<file path="src/rtl/fwd_pkg.sv">
// Shared encodings and default widths for the MEM-stage store-data forwarding unit.
package fwd_pkg;

  localparam int FWD_DATA_W = 32;
  localparam int FWD_ADDR_W = 5;
  localparam int FWD_SRC_W  = 4;

  typedef logic [FWD_SRC_W-1:0] fwd_src_t;

  localparam fwd_src_t FWD_ORIG      = 4'd0;
  localparam fwd_src_t FWD_WB        = 4'd1;
  localparam fwd_src_t FWD_HIST_BASE = 4'd2;

  function automatic fwd_src_t hist_src(input int unsigned k);
    return FWD_HIST_BASE + fwd_src_t'(k);
  endfunction

endpackage

</file>
<file path="src/rtl/fwd_history_buf.sv">
// Writeback history shift buffer (entry 0 newest) with per-entry match vector.
// Match outputs are combinational from state; no backpressure, capture is unconditional.
module fwd_history_buf #(
  parameter int DATA_W = 32,
  parameter int ADDR_W = 5,
  parameter int DEPTH  = 2
) (
  input  logic                             clk,
  input  logic                             reset,
  input  logic                             capture,
  input  logic                             clear,
  input  logic [ADDR_W-1:0]                cap_reg,
  input  logic [DATA_W-1:0]                cap_dat,
  input  logic [ADDR_W-1:0]                rt_reg,
  output logic [DEPTH-1:0]                 hit,
  output logic [DEPTH-1:0][DATA_W-1:0]     entry_dat
);

  logic [DEPTH-1:0]             entry_vld;
  logic [DEPTH-1:0][ADDR_W-1:0] entry_reg;

  always_ff @(posedge clk or posedge reset) begin
    if (reset) begin
      entry_vld <= '0;
      entry_reg <= '0;
      entry_dat <= '0;
    end else if (capture) begin
      // Shifted entries lose validity on clear; the write captured at this edge stays.
      entry_vld[0] <= 1'b1;
      entry_reg[0] <= cap_reg;
      entry_dat[0] <= cap_dat;
      for (int k = 1; k < DEPTH; k++) begin
        entry_vld[k] <= entry_vld[k-1] & ~clear;
        entry_reg[k] <= entry_reg[k-1];
        entry_dat[k] <= entry_dat[k-1];
      end
    end else if (clear) begin
      entry_vld <= '0;
    end
  end

  always_comb begin
    hit = '0;
    for (int k = 0; k < DEPTH; k++) begin
      hit[k] = entry_vld[k] & (entry_reg[k] == rt_reg);
    end
  end

endmodule

</file>
<file path="src/rtl/mem_store_forward_unit.sv">
// MEM-stage store-data forwarding: live WB first, then writeback history newest-first.
// Zero-cycle combinational select; no backpressure, history only grows while MEM is stalled.
module mem_store_forward_unit
  import fwd_pkg::*;
#(
  parameter int DATA_W = FWD_DATA_W,
  parameter int ADDR_W = FWD_ADDR_W,
  parameter int DEPTH  = 2,
  parameter int CNT_W  = 16
) (
  input  logic              clk,
  input  logic              reset,
  input  logic              wb_reg_write,
  input  logic [ADDR_W-1:0] wb_write_reg,
  input  logic [DATA_W-1:0] wb_write_data,
  input  logic              mem_valid,
  input  logic              mem_mem_write,
  input  logic [ADDR_W-1:0] mem_rt_reg,
  input  logic [DATA_W-1:0] mem_write_data,
  input  logic              mem_stall,
  output logic [DATA_W-1:0] store_data_fwd,
  output logic [3:0]        fwd_src,
  output logic [CNT_W-1:0]  fwd_count
);

  logic                         match_en;
  logic                         capture;
  logic                         wb_hit;
  logic [DEPTH-1:0]             hist_hit;
  logic [DEPTH-1:0][DATA_W-1:0] hist_dat;

  assign match_en = mem_valid & mem_mem_write & (mem_rt_reg != '0);
  assign capture  = wb_reg_write & (wb_write_reg != '0);
  assign wb_hit   = wb_reg_write & (wb_write_reg == mem_rt_reg);

  fwd_history_buf #(
    .DATA_W (DATA_W),
    .ADDR_W (ADDR_W),
    .DEPTH  (DEPTH)
  ) u_hist (
    .clk       (clk),
    .reset     (reset),
    .capture   (capture),
    .clear     (~mem_stall),
    .cap_reg   (wb_write_reg),
    .cap_dat   (wb_write_data),
    .rt_reg    (mem_rt_reg),
    .hit       (hist_hit),
    .entry_dat (hist_dat)
  );

  always_comb begin
    store_data_fwd = mem_write_data;
    fwd_src        = FWD_ORIG;
    if (match_en) begin
      if (wb_hit) begin
        store_data_fwd = wb_write_data;
        fwd_src        = FWD_WB;
      end else begin
        // Walk oldest to newest so the lowest matching index is the one that sticks.
        for (int k = DEPTH - 1; k >= 0; k--) begin
          if (hist_hit[k]) begin
            store_data_fwd = hist_dat[k];
            fwd_src        = hist_src(unsigned'(k));
          end
        end
      end
    end
  end

  always_ff @(posedge clk or posedge reset) begin
    if (reset) begin
      fwd_count <= '0;
    end else if (!mem_stall && match_en && (fwd_src != FWD_ORIG) && (fwd_count != '1)) begin
      fwd_count <= fwd_count + 1'b1;
    end
  end

endmodule

</file>
<file path="config.mk">
export PLATFORM = sky130hd
export DESIGN_NAME = mem_store_forward_unit
export DESIGN_NICKNAME = d
export VERILOG_FILES = /design/src/rtl/fwd_pkg.sv /design/src/rtl/fwd_history_buf.sv /design/src/rtl/mem_store_forward_unit.sv
export SDC_FILE = /design/constraint.sdc
export NUM_CORES = 1
export LEC_CHECK = 0
export BUFFER_PORTS_ARGS = -buffer_cell sky130_fd_sc_hd__buf_2
export CAP_MARGIN = 20
export CORE_MARGIN = 2
export CORE_UTILIZATION = 40
export DETAILED_ROUTE_END_ITERATION = 16
export GPL_TIMING_DRIVEN = 0
export PLACE_DENSITY = 0.69
export SLEW_MARGIN = 10
export SYNTH_ARGS = -nofsm -noshare
export SYNTH_HDL_FRONTEND = slang
export SYNTH_HIERARCHICAL = 1
export SYNTH_SLANG_ARGS = --single-unit
export TNS_END_PERCENT = 30
</file>
<file path="constraint.sdc">
create_clock -name clk -period 5.8 [get_ports clk]
set_input_delay 1.74 -clock clk [delete_from_list [all_inputs] [get_ports clk]]
set_output_delay 1.74 -clock clk [all_outputs]
set_load 0.02 [all_outputs]
</file>
==> results.toml, run 1 <==
[run_status]
status = "complete, no violations"

[logic_synthesis]
synth_warnings = 6
ys.flop_type = "dfrtp_1"
synthArstFlopShare_pct = 100
synth_area_um2 = 5060
avgSynthCellArea_um2 = 11.5
synth-edff-count = 0
synth-seq-cells = 92
synth_cell_types = 44
yosysSeqAreaShare_pct = 45.5
syn_inst = 440

[cts]
numClockSinks = 92
cts_buffer_depth = 2
htreeDepth = 3
clk_latency_ns = 0.33
clkSlewWorstSetupHoldPaths_ns = 0.06
numCtsBuffers = 9
cts_tree = "yes"
cts-hold-fix-buffers = 0
cts_root_buf = "clkbuf_16"

[power]
ir_drop_uv = 140
pwr_density_cell_nw_per_um2 = 265
p_leak_nw = 2.89

[critical_path]
crit_start = "mem_rt_reg[3]"
setup.worst_path.end_class = "output port"
critPathMaxStageDelay_ns = 0.33
worstReg2RegStart = "u_hist/entry_reg[0]"
crit_top_cell = "buf_2"
reg2regPathDepth = 8
slowest_stage = "nor4_1"
cp.required_ns = 4.06
crit_buf_inv = 4
cp_top_family = "buffers and inverters"
startpoint_type = "input pin"
critical_path_class = "in2out"
path_cells = "buf_2 -> xor2_1 -> nor4_1 -> and3_1 -> nor2b_1 -> clkbuf_1 -> clkbuf_2 -> a221oi_1 -> o31ai_1 -> buf_2"
arrival_ns = 3.94
path_depth = 10
cp_max_fo = 10

[place]
portBuffers = 128
gp_congestion = 0.919
dp.cells = 742
pre_cts_ws_ns = -0.0691
post-dp-hpwl_mm = 9.43
place_area_um2 = 5950

[global_route]
grt_pass1_wl_mm = 19.9
grt_overflow = 0
track_usage_pct = 19.2
antenna_found_initial = 0
grt_pass1_vias = 3933
grt_max_degree = 47

[route]
drc = 0
wire_per_inst_um = 17.1
wl_mm = 12.9
first_pass_iters = 4
viasPerCell = 5.39
drt_iter0_markers = 280
vias = 4079
antenna_left = 0

[finish]
diodes = 0
nFillCells = 1139
largest_reg_flops = 64
final_nets = 661
final_cell_mix = "buf_2, dfrtp_1, mux2_4"
final_common_cell = "buf_2"
fin_cells = 757
stdcell_area_um2 = 6250
fin_util_pct = 50.1
layout-drive-gt1-share_pct = 43.1
area_growth_pct = 23.6

[sta]
setup_tns_ns = 0
max_slew_margin_pct = 59.1
rsz0062_at_grt = "false"
post-route-period-util_pct = 98.0
hold_viol_final = 0
final-setup-viol-count = 0
drv_slew = 0
finClkSkew_ns = 0.00523
tightest_slew_ns = 0.613
setup_ws_ns = 0.119
post-route-min-period_ns = 5.68
clock.fmax_mhz = 176

[min_path]
hold_start = "u_hist/entry_dat[49]"
hold_path.class = "reg2reg"
hold_depth = 1

[run]
cap_viol_max_count = 0

[floorplan]
core_um2 = 12500
fp.dieH_um = 116
ios = 132
std_cell_rows = 41
die-area_um2 = 13600
die-width_um = 116
initial_core_util_pct = 40.6
per-stage QoR:
stage,hold WS (ns),power [W]
4_1_cts,0.511,0.00168
3_3_place_gp,0.489,0.00106
2_1_floorplan,0.467,0.000973
5_1_grt,0.518,0.00173
3_5_place_dp,0.497,0.00108
6_report,0.506,0.00166
where the power goes:
part	switching (W)	leakage, nW	internal, W
Clock	0.000241	0.146	0.000347
Sequential	0.0000523	1.10	0.000718
Combinational	0.000148	1.64	0.000150
area by class of cell:
type,count,area (µm²),area share (%)
Clock inverter,5,60.1,0.961
Clock buffer,11,243,3.88
Timing Repair Buffer,129,668,10.7
Sequential cell,92,2300,36.8
Multi-Input combinational cell,307,2550,40.8
Inverter,6,25.0,0.400
Buffer,35,190,3.04
Tap cell,172,215,3.44
cell usage after synthesis (2+ instances only):
| cell | n | area share, % |
|---|---|---|
| and3_1 | 5 | 0.62 |
| mux2_2 | 34 | 7.6 |
| nand2_1 | 39 | 2.9 |
| dfrtp_1 | 92 | 46 |
| nor4b_2 | 2 | 0.59 |
| inv_1 | 6 | 0.45 |
| or2_2 | 2 | 0.25 |
| nand3_1 | 8 | 0.79 |
| xnor2_1 | 12 | 2.1 |
| nor2_1 | 8 | 0.59 |
| buf_2 | 11 | 1.1 |
| xor2_1 | 15 | 2.6 |
| mux2i_1 | 2 | 0.40 |
| buf_6 | 4 | 0.89 |
| clkbuf_1 | 18 | 1.3 |
| buf_4 | 3 | 0.45 |
| o31ai_1 | 32 | 4.8 |
| nor3_1 | 37 | 3.7 |
| a221oi_1 | 32 | 5.5 |
| nand4_1 | 6 | 0.74 |
| nor2b_1 | 2 | 0.25 |
| o21ai_0 | 2 | 0.20 |
| nor4_1 | 6 | 0.74 |
| mux2_1 | 2 | 0.45 |
| mux2_4 | 41 | 12 |
worst register-to-register path: stages (launching register included):
cell	delay (ns)
dfrtp_1	0.40
xor2_1	0.15
nor4_1	0.29
and3_2	0.35
nor2_1	0.10
o21ai_1	0.16
buf_2	0.27
nor4b_2	0.24
mux2_1	0.34
cell families (layout without fill, tap and decap cells):
logic type / Yosys count / count (layout) / synth area share (%)
multiplexers: 79 / 79 / 20.6
AND/OR/NAND/NOR: 124 / 124 / 12.6
flip-flops: 92 / 92 / 45.5
other: 1 / 2 / 0.0741
XOR/XNOR: 27 / 27 / 4.68
AO/OA/AOI/OAI: 74 / 74 / 12.0
adder cells (fa/ha/maj): 1 / 1 / 0.247
buffers and inverters: 42 / 186 / 4.21
worst paths after layout:
| path | to | slack (ns) |
|---|---|---|
| min in group asynchronous | u_hist/entry_reg[0] | 1.43 |
| hold reg to reg | u_hist/entry_dat[49] | 0.51 |
| setup / recovery | store_data_fwd[9] | 0.12 |
| max in group asynchronous | u_hist/entry_dat[55] | 3.82 |
| setup reg to reg | fwd_count[12] | 3.39 |
| hold / removal | u_hist/entry_dat[49] | 0.51 |
per-layer routing:
layer,vias to the layer above,track usage (%),wire (µm)
met4,0,6.35,164
met5,-,0,0
met2,126,32.2,6240
li1,1924,-,-
met1,2016,24.5,5750
met3,13,4.72,772
timing repair:
item | in CTS | in global routing
pin swaps | 0 | 0
resized for setup | 2 | 4
buffers inserted | 0 | 0
endpoints found under the setup margin | 16 | 14
Power figures use the tool's default switching activity.
==> run 2: changes to the inputs <==
Settings changed: PLACE_DENSITY 0.69 to unset, PLACE_DENSITY_LB_ADDON set to 0.05.
Clock period 5.8 ns to 6.6 ns, I/O delays scaled along.
==> run 2 against run 1 <==
- clock power down 13%
- worst hold slack better by 0.0026 ns
- wire length grew 3.7%
- utilization down 0.21 points
- cell area fell by 0.42%
- register-to-register slack improved by 0.65 ns
- sequential share of layout area grew 0.16 points
- setup slack better by 0.16 ns
- critical path depth did not move
- non-clock buffer count grew 1
- critical path type unchanged
- clock skew up 0.0029 ns
- die area is the same
==> results.toml, run 2 (synthesized netlist as in run 1, its figures left out) <==
[critical_path]
setup.worst_path.end_class = "output port"
arrival_ns = 4.34
slowest_stage = "clkbuf_1"
crit_buf_inv = 4
reg2regPathDepth = 9
rrSetupSlack_ns = 4.04
path_cells = "buf_2 -> xor2_1 -> nor4_1 -> and3_1 -> nor2b_1 -> clkbuf_1 -> clkbuf_1 -> a221oi_1 -> o31ai_1 -> buf_2"
critical_path_class = "in2out"
startpoint_type = "input pin"
cp_max_fo = 10
cp_top_family = "buffers and inverters"
worstReg2RegStart = "u_hist/entry_reg[0]"
worst_r2r_endpoint = "fwd_count[12]"
cp.required_ns = 4.62
critPathMaxStageDelay_ns = 0.46

[run_status]
status = "complete, no violations"

[cts]
cts_tree = "yes"
numClockSinks = 92
cts-hold-fix-buffers = 0
cts_resized = 0
cts_root_buf = "clkbuf_16"
clk_latency_ns = 0.35
htreeDepth = 3
numCtsBuffers = 9
cts_buffer_depth = 2
clkSlewWorstSetupHoldPaths_ns = 0.06
post_cts_buffers = 0

[sta]
final-setup-viol-count = 0
tightest_slew_ns = 0.635
setup_tns_ns = 0
clock.fmax_mhz = 158
post-route-min-period_ns = 6.32
post-route-period-util_pct = 95.8
hold_viol_final = 0
max_slew_margin_pct = 57.6
drv_slew = 0
finClkSkew_ns = 0.00814
rsz0062_at_grt = "false"

[finish]
final_cell_mix = "buf_2, dfrtp_1, mux2_4"
largest_reg_flops = 64
fin_cells = 757
diodes = 0
layout-drive-gt1-share_pct = 41.9
final_common_cell = "buf_2"
stdcell_area_um2 = 6220
final_nets = 662
area_growth_pct = 23.1

[global_route]
grt_pass1_wl_mm = 21.1
track_usage_pct = 20.4
grt_overflow = 0
grt_pass1_vias = 3962
antenna_found_initial = 0
grt_max_degree = 40

[place]
post-dp-hpwl_mm = 9.43
place_area_um2 = 5940
dp.cells = 742
portBuffers = 128
gp_congestion = 0.909

[route]
vias = 4044
wl_mm = 13.4
drt_iter0_markers = 206
drc = 0
wire_per_inst_um = 17.7
first_pass_iters = 7
antenna_left = 0
viasPerCell = 5.34

[min_path]
holdPathEnd = "u_hist/entry_dat[41]"
hold_start = "u_hist/entry_dat[41]"
hold_depth = 1
hold_path.class = "reg2reg"

[floorplan]
die-width_um = 116
std_cell_rows = 41
initial_core_util_pct = 40.6
fp.dieH_um = 116
core_um2 = 12500
ios = 132
die-area_um2 = 13600

[power]
ir_drop_uv = 138
total_power_w = 0.00145
pwr_density_cell_nw_per_um2 = 233
p_leak_nw = 2.87

[run]
cap_viol_max_count = 0
## run 2: per-stage QoR
step	hold slack (ns)	utilization, %	worst slack, ns
3_3_place_gp	0.490	47.5	0.169
4_1_cts	0.511	49.9	0.227
3_5_place_dp	0.496	47.6	0.229
5_1_grt	0.519	49.9	0.0531
6_report	0.509	49.9	0.276
2_1_floorplan	0.467	-	0.810
## run 2: area by class of cell
class | instances | area (µm²)
tap | 172 | 215
clock buffer | 13 | 250
fill | 1187 | 6240
multi-input combinational | 307 | 2550
timing repair buffer | 129 | 661
buffer | 36 | 190
sequential | 92 | 2300
clock inverter | 2 | 35.0
inverter | 6 | 25.0
## run 2: power by group
part / internal (W) / total [W] / switching [W] / leakage [nW]
clock network: 0.000302 / 0.000511 / 0.000209 / 0.140
logic: 0.000131 / 0.000261 / 0.000130 / 1.63
registers: 0.000631 / 0.000676 / 0.0000448 / 1.10
## run 2: worst max-delay path by stage
stage / startpoint / slack (ns) / end / cells after the start
after floorplan: mem_rt_reg[2] / 0.81 / store_data_fwd[22] / 8
after global routing: mem_rt_reg[0] / 0.05 / store_data_fwd[16] / 11
after global placement: mem_rt_reg[2] / 0.17 / store_data_fwd[2] / 10
final: mem_rt_reg[2] / 0.28 / store_data_fwd[2] / 10
after CTS: mem_rt_reg[2] / 0.23 / store_data_fwd[2] / 10
after detailed placement: mem_rt_reg[2] / 0.23 / store_data_fwd[2] / 10
## run 2: metal layers
layer | vias to the layer above | wire length [µm] | GRT usage [%] | share of wire, %
met5 | - | 0 | 0 | 0
met4 | 0 | 176 | 6.59 | 1.3
met3 | 13 | 782 | 5.86 | 5.8
met2 | 124 | 6160 | 31.2 | 46
met1 | 1986 | 6290 | 27.9 | 47
li1 | 1921 | - | - | -
## run 2: worst register-to-register path, cell delays in order (launching register included)
cell      delay (ns)
dfrtp_1         0.40
xor2_1          0.15
nor4_1          0.26
and3_1          0.18
clkbuf_1        0.32
nor2_1          0.14
o21ai_1         0.17
buf_2           0.26
nor4b_2         0.23
mux2_1          0.35
